`config.mk`:
```
export PLATFORM = sky130hd
export DESIGN_NAME = axi_m2s_mn
export DESIGN_NICKNAME = d
export VERILOG_FILES = /design/src/rtl/axi_m2s_mn.sv
export SDC_FILE = /design/constraint.sdc
export NUM_CORES = 1
export LEC_CHECK = 0
export ABC_AREA = 1
export BUFFER_PORTS_ARGS = -buffer_cell sky130_fd_sc_hd__buf_2
export CAP_MARGIN = 25
export CORE_AREA = 5 5 223 225
export CTS_CLUSTER_DIAMETER = 50
export DETAILED_ROUTE_END_ITERATION = 6
export DIE_AREA = 0 0 228 230
export RECOVER_POWER = 25
export SYNTH_ARGS = -nofsm -noshare
export SYNTH_HDL_FRONTEND = slang
export SYNTH_SLANG_ARGS = --single-unit
```
`constraint.sdc`:
```
create_clock -name AXI_CLK -period 6.2 [get_ports AXI_CLK]
set_clock_uncertainty 0.15 [all_clocks]
set_input_delay 1.24 -clock AXI_CLK [delete_from_list [all_inputs] [get_ports AXI_CLK]]
set_output_delay 1.24 -clock AXI_CLK [all_outputs]
set_load 0.05 [all_outputs]
```
`src/rtl/axi_m2s_mn.sv`:
```
// Slave-side AXI request mux: arbitrates AW/AR from NUM_MASTER masters onto one
// slave port and steers W beats in AW-acceptance order via a small index FIFO.

module axi_m2s_mn_ach #(
  parameter int NUM_MASTER = 3,
  parameter int MIDX_W = 2,
  parameter int W_ID = 4,
  parameter int W_ADDR = 32,
  parameter logic [W_ADDR-1:0] ADDR_BASE = '0,
  parameter int ADDR_LENGTH = 12
)(
  input  logic                           i_clk,
  input  logic                           i_rst,
  input  logic                           i_mode,
  input  logic                           i_block,
  input  logic [NUM_MASTER*W_ID-1:0]     i_id,
  input  logic [NUM_MASTER*W_ADDR-1:0]   i_addr,
  input  logic [NUM_MASTER*8-1:0]        i_len,
  input  logic [NUM_MASTER*3-1:0]        i_size,
  input  logic [NUM_MASTER*2-1:0]        i_burst,
  input  logic [NUM_MASTER-1:0]          i_valid,
  output logic [NUM_MASTER-1:0]          o_ready,
  output logic [MIDX_W+W_ID-1:0]         o_id,
  output logic [W_ADDR-1:0]              o_addr,
  output logic [7:0]                     o_len,
  output logic [2:0]                     o_size,
  output logic [1:0]                     o_burst,
  output logic                           o_valid,
  input  logic                           i_ready
);
  typedef enum logic {ST_IDLE, ST_GRANT} st_t;
  st_t                   r_st;
  logic [NUM_MASTER-1:0] r_gnt;
  logic [MIDX_W-1:0]     r_idx, r_rr;
  logic [NUM_MASTER-1:0] w_req;
  logic [MIDX_W-1:0]     w_pick;
  logic                  w_found;

  always_comb begin
    for (int i = 0; i < NUM_MASTER; i++)
      w_req[i] = i_valid[i] &&
        (i_addr[i*W_ADDR+ADDR_LENGTH +: W_ADDR-ADDR_LENGTH] == ADDR_BASE[W_ADDR-1:ADDR_LENGTH]);
  end

  // Round-robin scans upward from r_rr with wrap; fixed priority scans from 0.
  always_comb begin
    w_found = 1'b0;
    w_pick  = '0;
    for (int k = 0; k < NUM_MASTER; k++) begin
      int j;
      j = i_mode ? int'(r_rr) + k : k;
      if (j >= NUM_MASTER) j = j - NUM_MASTER;
      if (!w_found && w_req[j]) begin
        w_found = 1'b1;
        w_pick  = MIDX_W'(j);
      end
    end
  end

  // One-hot AND-OR mux; an idle channel presents all-zero payload.
  always_comb begin
    o_id    = '0;
    o_addr  = '0;
    o_len   = '0;
    o_size  = '0;
    o_burst = '0;
    for (int i = 0; i < NUM_MASTER; i++) begin
      if (r_gnt[i]) begin
        o_id    = {MIDX_W'(i), i_id[i*W_ID +: W_ID]};
        o_addr  = i_addr[i*W_ADDR +: W_ADDR];
        o_len   = i_len[i*8 +: 8];
        o_size  = i_size[i*3 +: 3];
        o_burst = i_burst[i*2 +: 2];
      end
    end
  end

  assign o_valid = |(r_gnt & i_valid);
  assign o_ready = r_gnt & {NUM_MASTER{i_ready}};

  always_ff @(posedge i_clk) begin
    if (i_rst) begin
      r_st  <= ST_IDLE;
      r_gnt <= '0;
      r_idx <= '0;
      r_rr  <= '0;
    end else begin
      case (r_st)
        ST_IDLE: if (w_found && !i_block) begin
          r_st  <= ST_GRANT;
          r_gnt <= NUM_MASTER'(1) << w_pick;
          r_idx <= w_pick;
        end
        ST_GRANT: if (o_valid && i_ready) begin
          r_st  <= ST_IDLE;
          r_gnt <= '0;
          r_idx <= '0;
          r_rr  <= (r_idx == MIDX_W'(NUM_MASTER-1)) ? '0 : r_idx + MIDX_W'(1);
        end
        default: r_st <= ST_IDLE;
      endcase
    end
  end
endmodule

module axi_m2s_mn #(
  parameter int NUM_MASTER = 3,
  parameter int MIDX_W = 2,
  parameter int W_ID = 4,
  parameter int W_ADDR = 32,
  parameter int W_DATA = 32,
  parameter logic [W_ADDR-1:0] ADDR_BASE = '0,
  parameter int ADDR_LENGTH = 12,
  parameter int WFIFO_DEPTH = 4
)(
  input  logic                               AXI_CLK,
  input  logic                               AXI_RST,
  input  logic                               ARB_MODE,
  input  logic [NUM_MASTER*W_ID-1:0]         M_AWID,
  input  logic [NUM_MASTER*W_ADDR-1:0]       M_AWADDR,
  input  logic [NUM_MASTER*8-1:0]            M_AWLEN,
  input  logic [NUM_MASTER*3-1:0]            M_AWSIZE,
  input  logic [NUM_MASTER*2-1:0]            M_AWBURST,
  input  logic [NUM_MASTER-1:0]              M_AWVALID,
  output logic [NUM_MASTER-1:0]              M_AWREADY,
  input  logic [NUM_MASTER*W_DATA-1:0]       M_WDATA,
  input  logic [NUM_MASTER*(W_DATA/8)-1:0]   M_WSTRB,
  input  logic [NUM_MASTER-1:0]              M_WLAST,
  input  logic [NUM_MASTER-1:0]              M_WVALID,
  output logic [NUM_MASTER-1:0]              M_WREADY,
  input  logic [NUM_MASTER*W_ID-1:0]         M_ARID,
  input  logic [NUM_MASTER*W_ADDR-1:0]       M_ARADDR,
  input  logic [NUM_MASTER*8-1:0]            M_ARLEN,
  input  logic [NUM_MASTER*3-1:0]            M_ARSIZE,
  input  logic [NUM_MASTER*2-1:0]            M_ARBURST,
  input  logic [NUM_MASTER-1:0]              M_ARVALID,
  output logic [NUM_MASTER-1:0]              M_ARREADY,
  output logic [MIDX_W+W_ID-1:0]             S_AWID,
  output logic [W_ADDR-1:0]                  S_AWADDR,
  output logic [7:0]                         S_AWLEN,
  output logic [2:0]                         S_AWSIZE,
  output logic [1:0]                         S_AWBURST,
  output logic                               S_AWVALID,
  input  logic                               S_AWREADY,
  output logic [MIDX_W+W_ID-1:0]             S_WID,
  output logic [W_DATA-1:0]                  S_WDATA,
  output logic [W_DATA/8-1:0]                S_WSTRB,
  output logic                               S_WLAST,
  output logic                               S_WVALID,
  input  logic                               S_WREADY,
  output logic [MIDX_W+W_ID-1:0]             S_ARID,
  output logic [W_ADDR-1:0]                  S_ARADDR,
  output logic [7:0]                         S_ARLEN,
  output logic [2:0]                         S_ARSIZE,
  output logic [1:0]                         S_ARBURST,
  output logic                               S_ARVALID,
  input  logic                               S_ARREADY,
  output logic [$clog2(WFIFO_DEPTH):0]       WFIFO_COUNT
);
  localparam int FA_W  = $clog2(WFIFO_DEPTH);
  localparam int CNT_W = FA_W + 1;

  logic [MIDX_W-1:0] r_wf_mem [WFIFO_DEPTH];
  logic [FA_W-1:0]   r_wf_wp, r_wf_rp;
  logic [CNT_W-1:0]  r_wf_cnt;
  logic              w_wf_full, w_wf_empty, w_push, w_pop;
  logic [MIDX_W-1:0] w_head, w_aw_idx;

  assign w_wf_full  = (r_wf_cnt == CNT_W'(WFIFO_DEPTH));
  assign w_wf_empty = (r_wf_cnt == '0);
  assign w_head     = r_wf_mem[r_wf_rp];
  assign w_aw_idx   = S_AWID[W_ID +: MIDX_W];
  assign w_push     = S_AWVALID & S_AWREADY;
  assign w_pop      = S_WVALID & S_WREADY & S_WLAST;
  assign WFIFO_COUNT = r_wf_cnt;

  axi_m2s_mn_ach #(.NUM_MASTER(NUM_MASTER), .MIDX_W(MIDX_W), .W_ID(W_ID), .W_ADDR(W_ADDR),
                   .ADDR_BASE(ADDR_BASE), .ADDR_LENGTH(ADDR_LENGTH)) u_aw (
    .i_clk(AXI_CLK), .i_rst(AXI_RST), .i_mode(ARB_MODE), .i_block(w_wf_full),
    .i_id(M_AWID), .i_addr(M_AWADDR), .i_len(M_AWLEN), .i_size(M_AWSIZE), .i_burst(M_AWBURST),
    .i_valid(M_AWVALID), .o_ready(M_AWREADY),
    .o_id(S_AWID), .o_addr(S_AWADDR), .o_len(S_AWLEN), .o_size(S_AWSIZE), .o_burst(S_AWBURST),
    .o_valid(S_AWVALID), .i_ready(S_AWREADY));

  axi_m2s_mn_ach #(.NUM_MASTER(NUM_MASTER), .MIDX_W(MIDX_W), .W_ID(W_ID), .W_ADDR(W_ADDR),
                   .ADDR_BASE(ADDR_BASE), .ADDR_LENGTH(ADDR_LENGTH)) u_ar (
    .i_clk(AXI_CLK), .i_rst(AXI_RST), .i_mode(ARB_MODE), .i_block(1'b0),
    .i_id(M_ARID), .i_addr(M_ARADDR), .i_len(M_ARLEN), .i_size(M_ARSIZE), .i_burst(M_ARBURST),
    .i_valid(M_ARVALID), .o_ready(M_ARREADY),
    .o_id(S_ARID), .o_addr(S_ARADDR), .o_len(S_ARLEN), .o_size(S_ARSIZE), .o_burst(S_ARBURST),
    .o_valid(S_ARVALID), .i_ready(S_ARREADY));

  // Write-order FIFO: entry pushed on AW accept, popped on the WLAST beat.
  always_ff @(posedge AXI_CLK) begin
    if (AXI_RST) begin
      r_wf_wp  <= '0;
      r_wf_rp  <= '0;
      r_wf_cnt <= '0;
    end else begin
      if (w_push) begin
        r_wf_mem[r_wf_wp] <= w_aw_idx;
        r_wf_wp <= r_wf_wp + FA_W'(1);
      end
      if (w_pop) r_wf_rp <= r_wf_rp + FA_W'(1);
      case ({w_push, w_pop})
        2'b10:   r_wf_cnt <= r_wf_cnt + CNT_W'(1);
        2'b01:   r_wf_cnt <= r_wf_cnt - CNT_W'(1);
        default: r_wf_cnt <= r_wf_cnt;
      endcase
    end
  end

  always_comb begin
    S_WDATA  = '0;
    S_WSTRB  = '0;
    S_WLAST  = 1'b0;
    S_WVALID = 1'b0;
    M_WREADY = '0;
    if (!w_wf_empty) begin
      for (int i = 0; i < NUM_MASTER; i++) begin
        if (w_head == MIDX_W'(i)) begin
          S_WDATA     = M_WDATA[i*W_DATA +: W_DATA];
          S_WSTRB     = M_WSTRB[i*(W_DATA/8) +: W_DATA/8];
          S_WLAST     = M_WLAST[i];
          S_WVALID    = M_WVALID[i];
          M_WREADY[i] = S_WREADY;
        end
      end
    end
  end

  assign S_WID = w_wf_empty ? '0 : {w_head, {W_ID{1'b0}}};
endmodule

```
==> results.sh, run 1 <==
export IMPL_grt_max_degree=79
export IMPL_synth_edff_count=8
export IMPL_drtIter0Drc=579
export IMPL_final_common_cell="buf_2"
export IMPL_cts_resized=0
export IMPL_synth_seq_area_share=0.143
export IMPL_synth_area_mm2=0.00517
export IMPL_synth_top_area_cell="nand2_1"
export IMPL_place_gp_congestion=0.977
export IMPL_clkSinkCount=33
export IMPL_fin_util=0.185
export IMPL_min_period_ns=5.12
export IMPL_via_per_inst=4.13
export IMPL_drc=0
export IMPL_min_from="u_aw.r_idx[1]"
export IMPL_dieArea_mm2=0.0524
export IMPL_worst_pin_slew_ns=3.00
export IMPL_final_net_count=1890
export IMPL_clkTransAtPathRegs_ns=0.06
export IMPL_rsz0062_at_grt="no"
export IMPL_async_flop_share=0
export IMPL_final_cell_count_no_fill=2075
export IMPL_chipHeight_um=230
export IMPL_violations="max-capacitance violations, max-slew violations"
export IMPL_crit_type="register to primary output"
export IMPL_wl_mm=32.2
export IMPL_cts_tree="built"
export IMPL_holdPathEnd="u_aw.r_idx[1]"
export IMPL_ios=580
export IMPL_cp_end_kind="primary output"
export IMPL_grt_pass1_wl_mm=46.6
export IMPL_period_share=0.825
export IMPL_timing_rr_end="WFIFO_COUNT[1]"
export IMPL_drv_slew=240
export IMPL_ys_warnings_count=0
export IMPL_fill_cells=5507
export IMPL_grt_pass1_vias=7976
export IMPL_hold_viol_final=0
export IMPL_r2r_cells=10
export IMPL_cts_htree_levels=2
export IMPL_die_x_um=228
export IMPL_drive_gt1_frac=0.406
export IMPL_p_leak_nw=4.40
export IMPL_powerDensity_mw_per_mm2=81.1
export IMPL_hold_class="register to register"
export IMPL_peakVddDrop_mv=0.112
export IMPL_via_count=8570
export IMPL_cts_buffer_depth=2
export IMPL_dpl_hpwl_mm=27.5
export IMPL_whs_ns=0.324
export IMPL_gr_total_overflow=0
export IMPL_clk_latency_ns=0.28
export IMPL_track_usage=0.110
export IMPL_start_kind="register"
export IMPL_final_cell_mix="562 x buf_2, 206 x nand2_1, 105 x o21ai_0, 94 x nor2_1, 92 x inv_1"
export IMPL_relSlewSlack=-1.00
export IMPL_wire_per_inst_um=15.5
export IMPL_netlist_area_leader_share=0.150
export IMPL_coreArea_mm2=0.0473
export IMPL_arrival_ns=3.73
export IMPL_ys_top_cells_by_area="nand2_1 15%, a22oi_1 10%, o21ai_0 10%"
export IMPL_maxCapViolCount=4
export IMPL_antenna_found_initial=3
export IMPL_whs_path_depth=2
export IMPL_crit_path_max_fanout=78
export IMPL_ant_nets=0
export IMPL_final_cell_area_mm2=0.00876
export IMPL_postPlaceCellArea_mm2=0.00863
export IMPL_reg2reg_slack_ns=1.72
export IMPL_status="finished with violations"
export IMPL_cts_buffers=5
export IMPL_port_buffers=575
export IMPL_first_pass_iters=5
export IMPL_setup_viol_count_final=0
export IMPL_fmax_mhz=195
export IMPL_initial_core_util=0.109
export IMPL_setup_tns_ns=0
export IMPL_placedCellCount=2066
export IMPL_cts_setup_buffers=0
export IMPL_root_buffer="clkbuf_16"
export IMPL_hold_buffers=0
export IMPL_ys_flop_type="dfxtp_1"
export IMPL_synth_distinct_cells=35
export IMPL_row_count=80
export IMPL_syn2layout_area_growth_pct=69.4
export IMPL_syn_inst=930
export IMPL_synth_seq_cells=33
export IMPL_required_ns=4.81
export IMPL_syn_avg_cell_area_um2=5.56
export IMPL_timing_rr_start="u_aw.r_gnt[2]"
[worst max-delay path by stage]
| stage | depth (start not counted) | to | slack (ns) | startpoint |
|---|---|---|---|---|
| floorplan | 2 | S_ARADDR[10] | 2.39 | M_ARADDR[42] |
| global placement | 11 | S_WDATA[4] | 1.99 | register |
| detailed placement | 11 | S_WDATA[4] | 1.98 | register |
| CTS | 11 | S_WDATA[4] | 1.66 | register |
| global route | 4 | S_AWID[1] | 0.72 | u_aw.r_gnt[2] |
| finish | 3 | S_ARLEN[6] | 1.08 | u_ar.r_gnt[2] |
[through the flow]
| stage | power, mW | setup WS, ns |
|---|---|---|
| 2_1_floorplan | 0.260 | 2.39 |
| 3_3_place_gp | 0.422 | 1.99 |
| 3_5_place_dp | 0.421 | 1.98 |
| 4_1_cts | 0.729 | 1.66 |
| 5_1_grt | 0.754 | 0.718 |
| 6_report | 0.710 | 1.08 |
[Yosys cell counts, types with 2 or more instances]
cell and count:
inv_1 92, nand4_1 16, buf_2 11, nand3b_1 3, o211a_1 2, nor2_4 3
o22ai_1 8, clkinv_1 3, a221oi_1 13, a22oi_1 71, buf_1 11, nor2_1 94
edfxtp_1 8, o21ai_1 3, clkbuf_1 39, o221ai_1 10, nand2_2 4, a21oi_1 62
nand3_1 79, nor3_1 11, o21ai_0 105, buf_4 6, nand2_1 206, o211ai_1 18
inv_2 7, ha_1 11, dfxtp_1 25, o21bai_1 2
[area by class of cell]
type / instances / area, um^2 / area share
Sequential cell: 33 / 742 / 0.0847
Tap cell: 615 / 769 / 0.0879
Antenna cell: 1 / 2.50 / 0.000286
Multi-Input combinational cell: 731 / 3770 / 0.431
Clock inverter: 3 / 46.3 / 0.00529
Clock buffer: 5 / 125 / 0.0143
Inverter: 102 / 383 / 0.0437
Timing Repair Buffer: 585 / 2920 / 0.333
[sequential cells by signal, indices dropped and copies added (netlist names), named ones only]
name	cells
r_wf_mem	8
u_ar.r_idx	2
u_aw.r_rr	2
WFIFO_COUNT	3
u_ar.r_rr	2
r_wf_wp	2
u_aw.r_gnt	3
u_ar.r_st	1
r_wf_rp	2
u_aw.r_idx	2
u_ar.r_gnt	3
u_aw.r_st	1
[where the power goes]
group | internal [mW] | leakage (nW) | total (mW) | switching, mW
combinational | 0.106 | 4.04 | 0.199 | 0.0929
sequential | 0.219 | 0.276 | 0.219 | 0.000000136
clock | 0.190 | 0.0800 | 0.292 | 0.102
[metal layers]
layer	vias up	GRT usage	share of wire
li1	4275	-	-
met1	3790	0.140	0.41
met2	455	0.185	0.47
met3	46	0.0248	0.087
met4	4	0.0352	0.028
met5	-	0	0.00084
[critical path, cell delays in order (launching register included)]
cell      delay [ns]
dfxtp_1         0.36
clkbuf_1        2.06
o21ai_0         0.62
buf_2           0.39
[cell families after synthesis]
kind of cell               share of synthesized area
buffers and inverters                          0.130
DFF                                            0.143
other                                       0.000725
and+or+nand+nor                                0.344
adders and majority gates                     0.0305
AOI/OAI and AO/OA                              0.352
(Power assumes the default switching activity.)
==> inputs of run 2 (changes only) <==
--- a/config.mk
+++ b/config.mk
@@ -8,10 +8,10 @@
 export ABC_AREA = 1
 export BUFFER_PORTS_ARGS = -buffer_cell sky130_fd_sc_hd__buf_2
 export CAP_MARGIN = 25
-export CORE_AREA = 5 5 223 225
+export CORE_AREA = 5 5 220 222
 export CTS_CLUSTER_DIAMETER = 50
 export DETAILED_ROUTE_END_ITERATION = 6
-export DIE_AREA = 0 0 228 230
+export DIE_AREA = 0 0 225 227
 export RECOVER_POWER = 25
 export SYNTH_ARGS = -nofsm -noshare
 export SYNTH_HDL_FRONTEND = slang
==> constraint.sdc (replaced) <==
create_clock -name AXI_CLK -period 5.1 [get_ports AXI_CLK]
set_clock_uncertainty 0.15 [all_clocks]
set_input_delay 1.02 -clock AXI_CLK [delete_from_list [all_inputs] [get_ports AXI_CLK]]
set_output_delay 1.02 -clock AXI_CLK [all_outputs]
set_load 0.05 [all_outputs]
==> run 2 against run 1 <==
The run ends with design-rule violations left; count of clock-buffer cells in the layout stayed put; hold slack got worse by 0.00084 ns; clock power rose by 39%; design area increased by 0.56%; largest cell class unchanged; die area decreased by 2.6%; register-to-register slack worse by 0.25 ns; cell count decreased by 0.29%; power increased by 29%.
==> results.sh, run 2 (synthesized netlist as in run 1, its figures left out) <==
export IMPL_period_share=0.776
export IMPL_reg2reg_slack_ns=1.47
export IMPL_grt_pass1_wl_mm=46.6
export IMPL_cts_buffers=5
export IMPL_hold_buffers=0
export IMPL_holdPathEnd="u_ar.r_idx[1]"
export IMPL_first_pass_iters=7
export IMPL_cp_end_kind="primary output"
export IMPL_wl_mm=33.9
export IMPL_largest_register_ffs=8
export IMPL_place_gp_congestion=0.907
export IMPL_min_from="u_ar.r_idx[1]"
export IMPL_hold_class="register to register"
export IMPL_relSlewSlack=0.325
export IMPL_peakVddDrop_mv=0.0839
export IMPL_cts_tree="built"
export IMPL_dieArea_mm2=0.0511
export IMPL_cts_setup_buffers=0
export IMPL_largest_register="r_wf_mem"
export IMPL_coreArea_mm2=0.0462
export IMPL_gr_total_overflow=0
export IMPL_final_net_count=1891
export IMPL_clkTransAtPathRegs_ns=0.06
export IMPL_die_x_um=225
export IMPL_chipHeight_um=227
export IMPL_required_ns=3.93
export IMPL_whs_path_depth=2
export IMPL_clk_latency_ns=0.28
export IMPL_wire_per_inst_um=16.4
export IMPL_syn2layout_area_growth_pct=70.3
export IMPL_grt_max_degree=79
export IMPL_whs_ns=0.323
export IMPL_maxCapViolCount=0
export IMPL_crit_path_max_incr_delay_ns=0.74
export IMPL_crit_type="register to primary output"
export IMPL_rsz0062_at_grt="no"
export IMPL_hold_viol_final=0
export IMPL_cpMaxStageDelayCell="inv_1"
export IMPL_root_buffer="clkbuf_16"
export IMPL_row_count=79
export IMPL_status="finished with violations"
export IMPL_arrival_ns=2.79
export IMPL_worst_pin_slew_ns=1.01
export IMPL_power_total_mw=0.914
export IMPL_cts_htree_levels=2
export IMPL_dpl_hpwl_mm=29.0
export IMPL_cts_resized=0
export IMPL_drive_gt1_frac=0.408
export IMPL_initial_core_util=0.112
export IMPL_track_usage=0.116
export IMPL_fin_util=0.191
export IMPL_start_kind="register"
export IMPL_fmax_mhz=253
export IMPL_r2r_cells=18
export IMPL_drv_slew=0
export IMPL_via_per_inst=4.14
export IMPL_port_buffers=575
export IMPL_ant_nets=0
export IMPL_min_period_ns=3.96
export IMPL_drc=5
export IMPL_timing_rr_end="WFIFO_COUNT[2]"
export IMPL_drtIter0Drc=674
export IMPL_final_common_cell="buf_2"
export IMPL_setup_viol_count_final=0
export IMPL_grt_pass1_vias=7664
export IMPL_crit_path_max_fanout=38
export IMPL_cp_cell_sequence="inv_2 -> nand2_1 -> nand3_1 -> nand2_1 -> nor2_2 -> inv_1 -> o21ai_0 -> nor2_1 -> buf_2"
export IMPL_cts_buffer_depth=2
export IMPL_via_count=8566
export IMPL_setup_tns_ns=0
export IMPL_violations="design-rule violations"
export IMPL_powerDensity_mw_per_mm2=104
export IMPL_final_cell_mix="561 x buf_2, 207 x nand2_1, 105 x o21ai_0, 94 x inv_1, 94 x nor2_1"
export IMPL_antenna_found_initial=5
export IMPL_ios=580
export IMPL_clkSinkCount=33
export IMPL_cp_common_cell="nand2_1"
export IMPL_p_leak_nw=4.44
[run 2: cell count changes in the layout (fill, tap and decap cells not counted), moves of 2 or more]
cell	delta
buf_4	+5
clkbuf_1	-4
inv_1	+2
inv_2	-2
[run 2: how the worst max path moves through the flow]
stage / cells after the start / start / endpoint / slack [ns]
after global placement: 11 / register / S_WLAST / 1.43
after detailed placement: 11 / register / S_WLAST / 1.46
after CTS: 11 / register / S_WLAST / 1.15
after global routing: 9 / register / S_WSTRB[2] / 0.80
final: 9 / register / S_WDATA[1] / 1.14
after floorplan: 8 / register / S_WDATA[10] / 1.65
[run 2: area by class of cell]
class                      count  area (um^2)
antenna                        2         5.00
clock buffer                   5          125
clock inverter                 3         68.8
fill                        5310        37400
inverter                     102          383
multi-input combinational    731         3770
sequential                    33          741
tap                          607          759
timing repair buffer         586         2960
[run 2: power by group]
part / switching [mW] / internal [mW]
registers: 0.000000154 / 0.266
clock network: 0.124 / 0.282
logic: 0.113 / 0.129
[run 2: per-stage QoR]
step	setup slack (ns)	area [um^2]	std cells
floorplan	1.65	5180	933
global placement	1.43	8640	2059
detailed placement	1.46	8640	2059
CTS	1.15	8840	2067
global route	0.801	8800	2068
finish	1.14	8800	2069
[run 2: critical path: cells and delay by family, from the launching register on]
| family | cells | cell delay [ns] |
|---|---|---|
| and+or+nand+nor | 5 | 0.77 |
| buffers and inverters | 3 | 1.11 |
| DFF | 1 | 0.39 |
| AOI/OAI and AO/OA | 1 | 0.22 |
[run 2: per-layer routing]
metal	vias up	wire length, um	track usage
met5	-	21	0
met4	4	497	0.0242
met3	32	3150	0.0219
met2	423	15900	0.190
met1	3836	14300	0.159
li1	4271	-	-
==> inputs of run 3 (changes only) <==
--- a/config.mk
+++ b/config.mk
@@ -8,10 +8,10 @@
 export ABC_AREA = 1
 export BUFFER_PORTS_ARGS = -buffer_cell sky130_fd_sc_hd__buf_2
 export CAP_MARGIN = 25
-export CORE_AREA = 5 5 220 222
+export CORE_AREA = 5 5 223 225
 export CTS_CLUSTER_DIAMETER = 50
 export DETAILED_ROUTE_END_ITERATION = 6
-export DIE_AREA = 0 0 225 227
+export DIE_AREA = 0 0 228 230
 export RECOVER_POWER = 25
 export SYNTH_ARGS = -nofsm -noshare
 export SYNTH_HDL_FRONTEND = slang
==> constraint.sdc (replaced) <==
create_clock -name AXI_CLK -period 3.49 [get_ports AXI_CLK]
set_clock_uncertainty 0.15 [all_clocks]
set_input_delay 0.698 -clock AXI_CLK [delete_from_list [all_inputs] [get_ports AXI_CLK]]
set_output_delay 0.698 -clock AXI_CLK [all_outputs]
set_load 0.05 [all_outputs]
==> run 3 against run 2 <==
Sequential cell count stayed put; critical path depth is 5 lower; the run now ends clean; critical path type unchanged; cell count increased by 0.63%; design area up 0.26%; global-route usage decreased by 0.52 points; count of clock-buffer cells in the layout stayed put; largest cell class unchanged.
==> results.sh, run 3 (synthesized netlist as in run 1, its figures left out) <==
export IMPL_p_leak_nw=4.43
export IMPL_p_comb_frac=0.297
export IMPL_grt_max_degree=79
export IMPL_setup_ws_ns=0.214
export IMPL_relSlewSlack=0.133
export IMPL_wl_met3_mm=2.55
export IMPL_via_per_inst=4.17
export IMPL_routed_top_layer="met5"
export IMPL_worst_pin_slew_ns=1.30
export IMPL_crit_path_max_fanout=35
export IMPL_first_pass_iters=6
export IMPL_cpLargestDelayFamily="buffers and inverters"
export IMPL_diodes=0
export IMPL_final_net_count=1898
export IMPL_cts_setup_buffers=0
export IMPL_wl_mm=32.3
export IMPL_power_switching_mw=0.331
export IMPL_setup_viol_count_final=0
export IMPL_place_gp_congestion=0.959
export IMPL_fmax_mhz=305
export IMPL_ant_nets=0
export IMPL_grt_pass1_vias=8092
export IMPL_hold_viol_final=0
export IMPL_internal_power_mw=0.839
export IMPL_cpMaxStageDelayCell="clkbuf_2"
export IMPL_clkTransAtPathRegs_ns=0.05
export IMPL_final_cell_mix="560 x buf_2, 207 x nand2_1, 108 x o21ai_0, 93 x inv_1, 93 x nor2_1"
export IMPL_fin_util=0.186
export IMPL_gr_total_overflow=0
export IMPL_largest_register_ffs=8
export IMPL_chipHeight_um=230
export IMPL_syn2layout_area_growth_pct=70.7
export IMPL_root_buffer="clkbuf_16"
export IMPL_drive_gt1_frac=0.410
export IMPL_grt_pass1_wl_mm=46.7
export IMPL_min_period_ns=3.28
export IMPL_wl_met2_mm=15.2
export IMPL_swShare=0.283
export IMPL_cp_cell_sequence="clkbuf_2 -> a22oi_1 -> o21ai_0 -> buf_2"
export IMPL_hold_class="register to register"
export IMPL_peakVddDrop_mv=0.134
export IMPL_cts_resized=0
export IMPL_coreArea_mm2=0.0473
export IMPL_antenna_found_initial=3
export IMPL_maxCapViolCount=0
export IMPL_arrival_ns=2.43
export IMPL_drtIter0Drc=531
export IMPL_cts_tree="built"
export IMPL_wire_per_inst_um=15.5
export IMPL_status="complete, no violations"
export IMPL_start_kind="register"
export IMPL_cts_buffers=5
export IMPL_port_buffers=575
export IMPL_rsz0062_at_grt="no"
export IMPL_clkSinkCount=33
export IMPL_seqPwrFrac=0.333
export IMPL_ios=580
export IMPL_track_usage=0.111
export IMPL_via_count=8677
export IMPL_clk_latency_ns=0.28
export IMPL_cp_end_kind="primary output"
export IMPL_initial_core_util=0.109
export IMPL_dp_slack_ns=0.512
export IMPL_drc=0
export IMPL_hold_buffers=0
export IMPL_cts_buffer_depth=2
export IMPL_required_ns=2.64
export IMPL_period_share=0.939
export IMPL_dpl_hpwl_mm=27.9
export IMPL_path_buf_inv=2
export IMPL_crit_type="register to primary output"
export IMPL_cts_htree_levels=2
export IMPL_dieArea_mm2=0.0524
export IMPL_powerDensity_mw_per_mm2=133
export IMPL_setup_tns_ns=0
export IMPL_final_common_cell="buf_2"
export IMPL_crit_path_max_incr_delay_ns=0.69
export IMPL_largest_register="r_wf_mem"
export IMPL_clkPwrFrac=0.370
export IMPL_drv_slew=0
export IMPL_row_count=80
export IMPL_die_x_um=228
export IMPL_routedLengthMet1_mm=13.7
## run 3: per-stage QoR
stage	hold slack (ns)	power [mW]	area, um^2	cells
final	0.322	1.17	8830	2082
after global routing	0.336	1.24	8830	2082
after CTS	0.320	1.19	8870	2082
after detailed placement	0.312	0.743	8730	2074
after global placement	0.310	0.743	8730	2074
after floorplan	0.294	0.462	5180	933
## run 3: path summary, 6_finish.rpt
| path | startpoint | endpoint | slack, ns | cells past startpoint |
|---|---|---|---|---|
| worst max-delay path | u_ar.r_gnt[1] | S_ARLEN[6] | 0.21 | 4 |
| worst min-delay path | u_aw.r_idx[1] | u_aw.r_idx[1] | 0.32 | 2 |
| worst max register to register | register | WFIFO_COUNT[2] | 0.49 | 18 |
| worst min register to register | u_aw.r_idx[1] | u_aw.r_idx[1] | 0.32 | 2 |
## run 3: worst register-to-register path, delay by kind of cell, from the launching register on
kind	cells	cell delay [ns]
AOI/OAI and AO/OA	3	0.35
adders and majority gates	2	0.53
buffers and inverters	3	0.48
DFF	1	0.40
and+or+nand+nor	10	1.02
## run 3: power groups by stage
stage	sequential (mW)	combinational, mW	clock [mW]
floorplan	0.398	0.0647	0
global placement	0.398	0.346	0
detailed placement	0.398	0.345	0
CTS	0.389	0.347	0.457
global route	0.389	0.382	0.469
finish	0.390	0.347	0.433
## run 3: area by class of cell
class | instances | area (um^2)
Fill cell | 5542 | 38500
Inverter | 102 | 383
Tap cell | 615 | 769
Clock inverter | 3 | 17.5
Clock buffer | 5 | 125
Multi-Input combinational cell | 731 | 3770
Timing Repair Buffer | 593 | 3020
Sequential cell | 33 | 742
## run 3: per-layer routing
metal,vias up,track usage
met5,-,0
met4,4,0.0337
met3,42,0.0183
met2,473,0.188
met1,3868,0.144
li1,4290,-
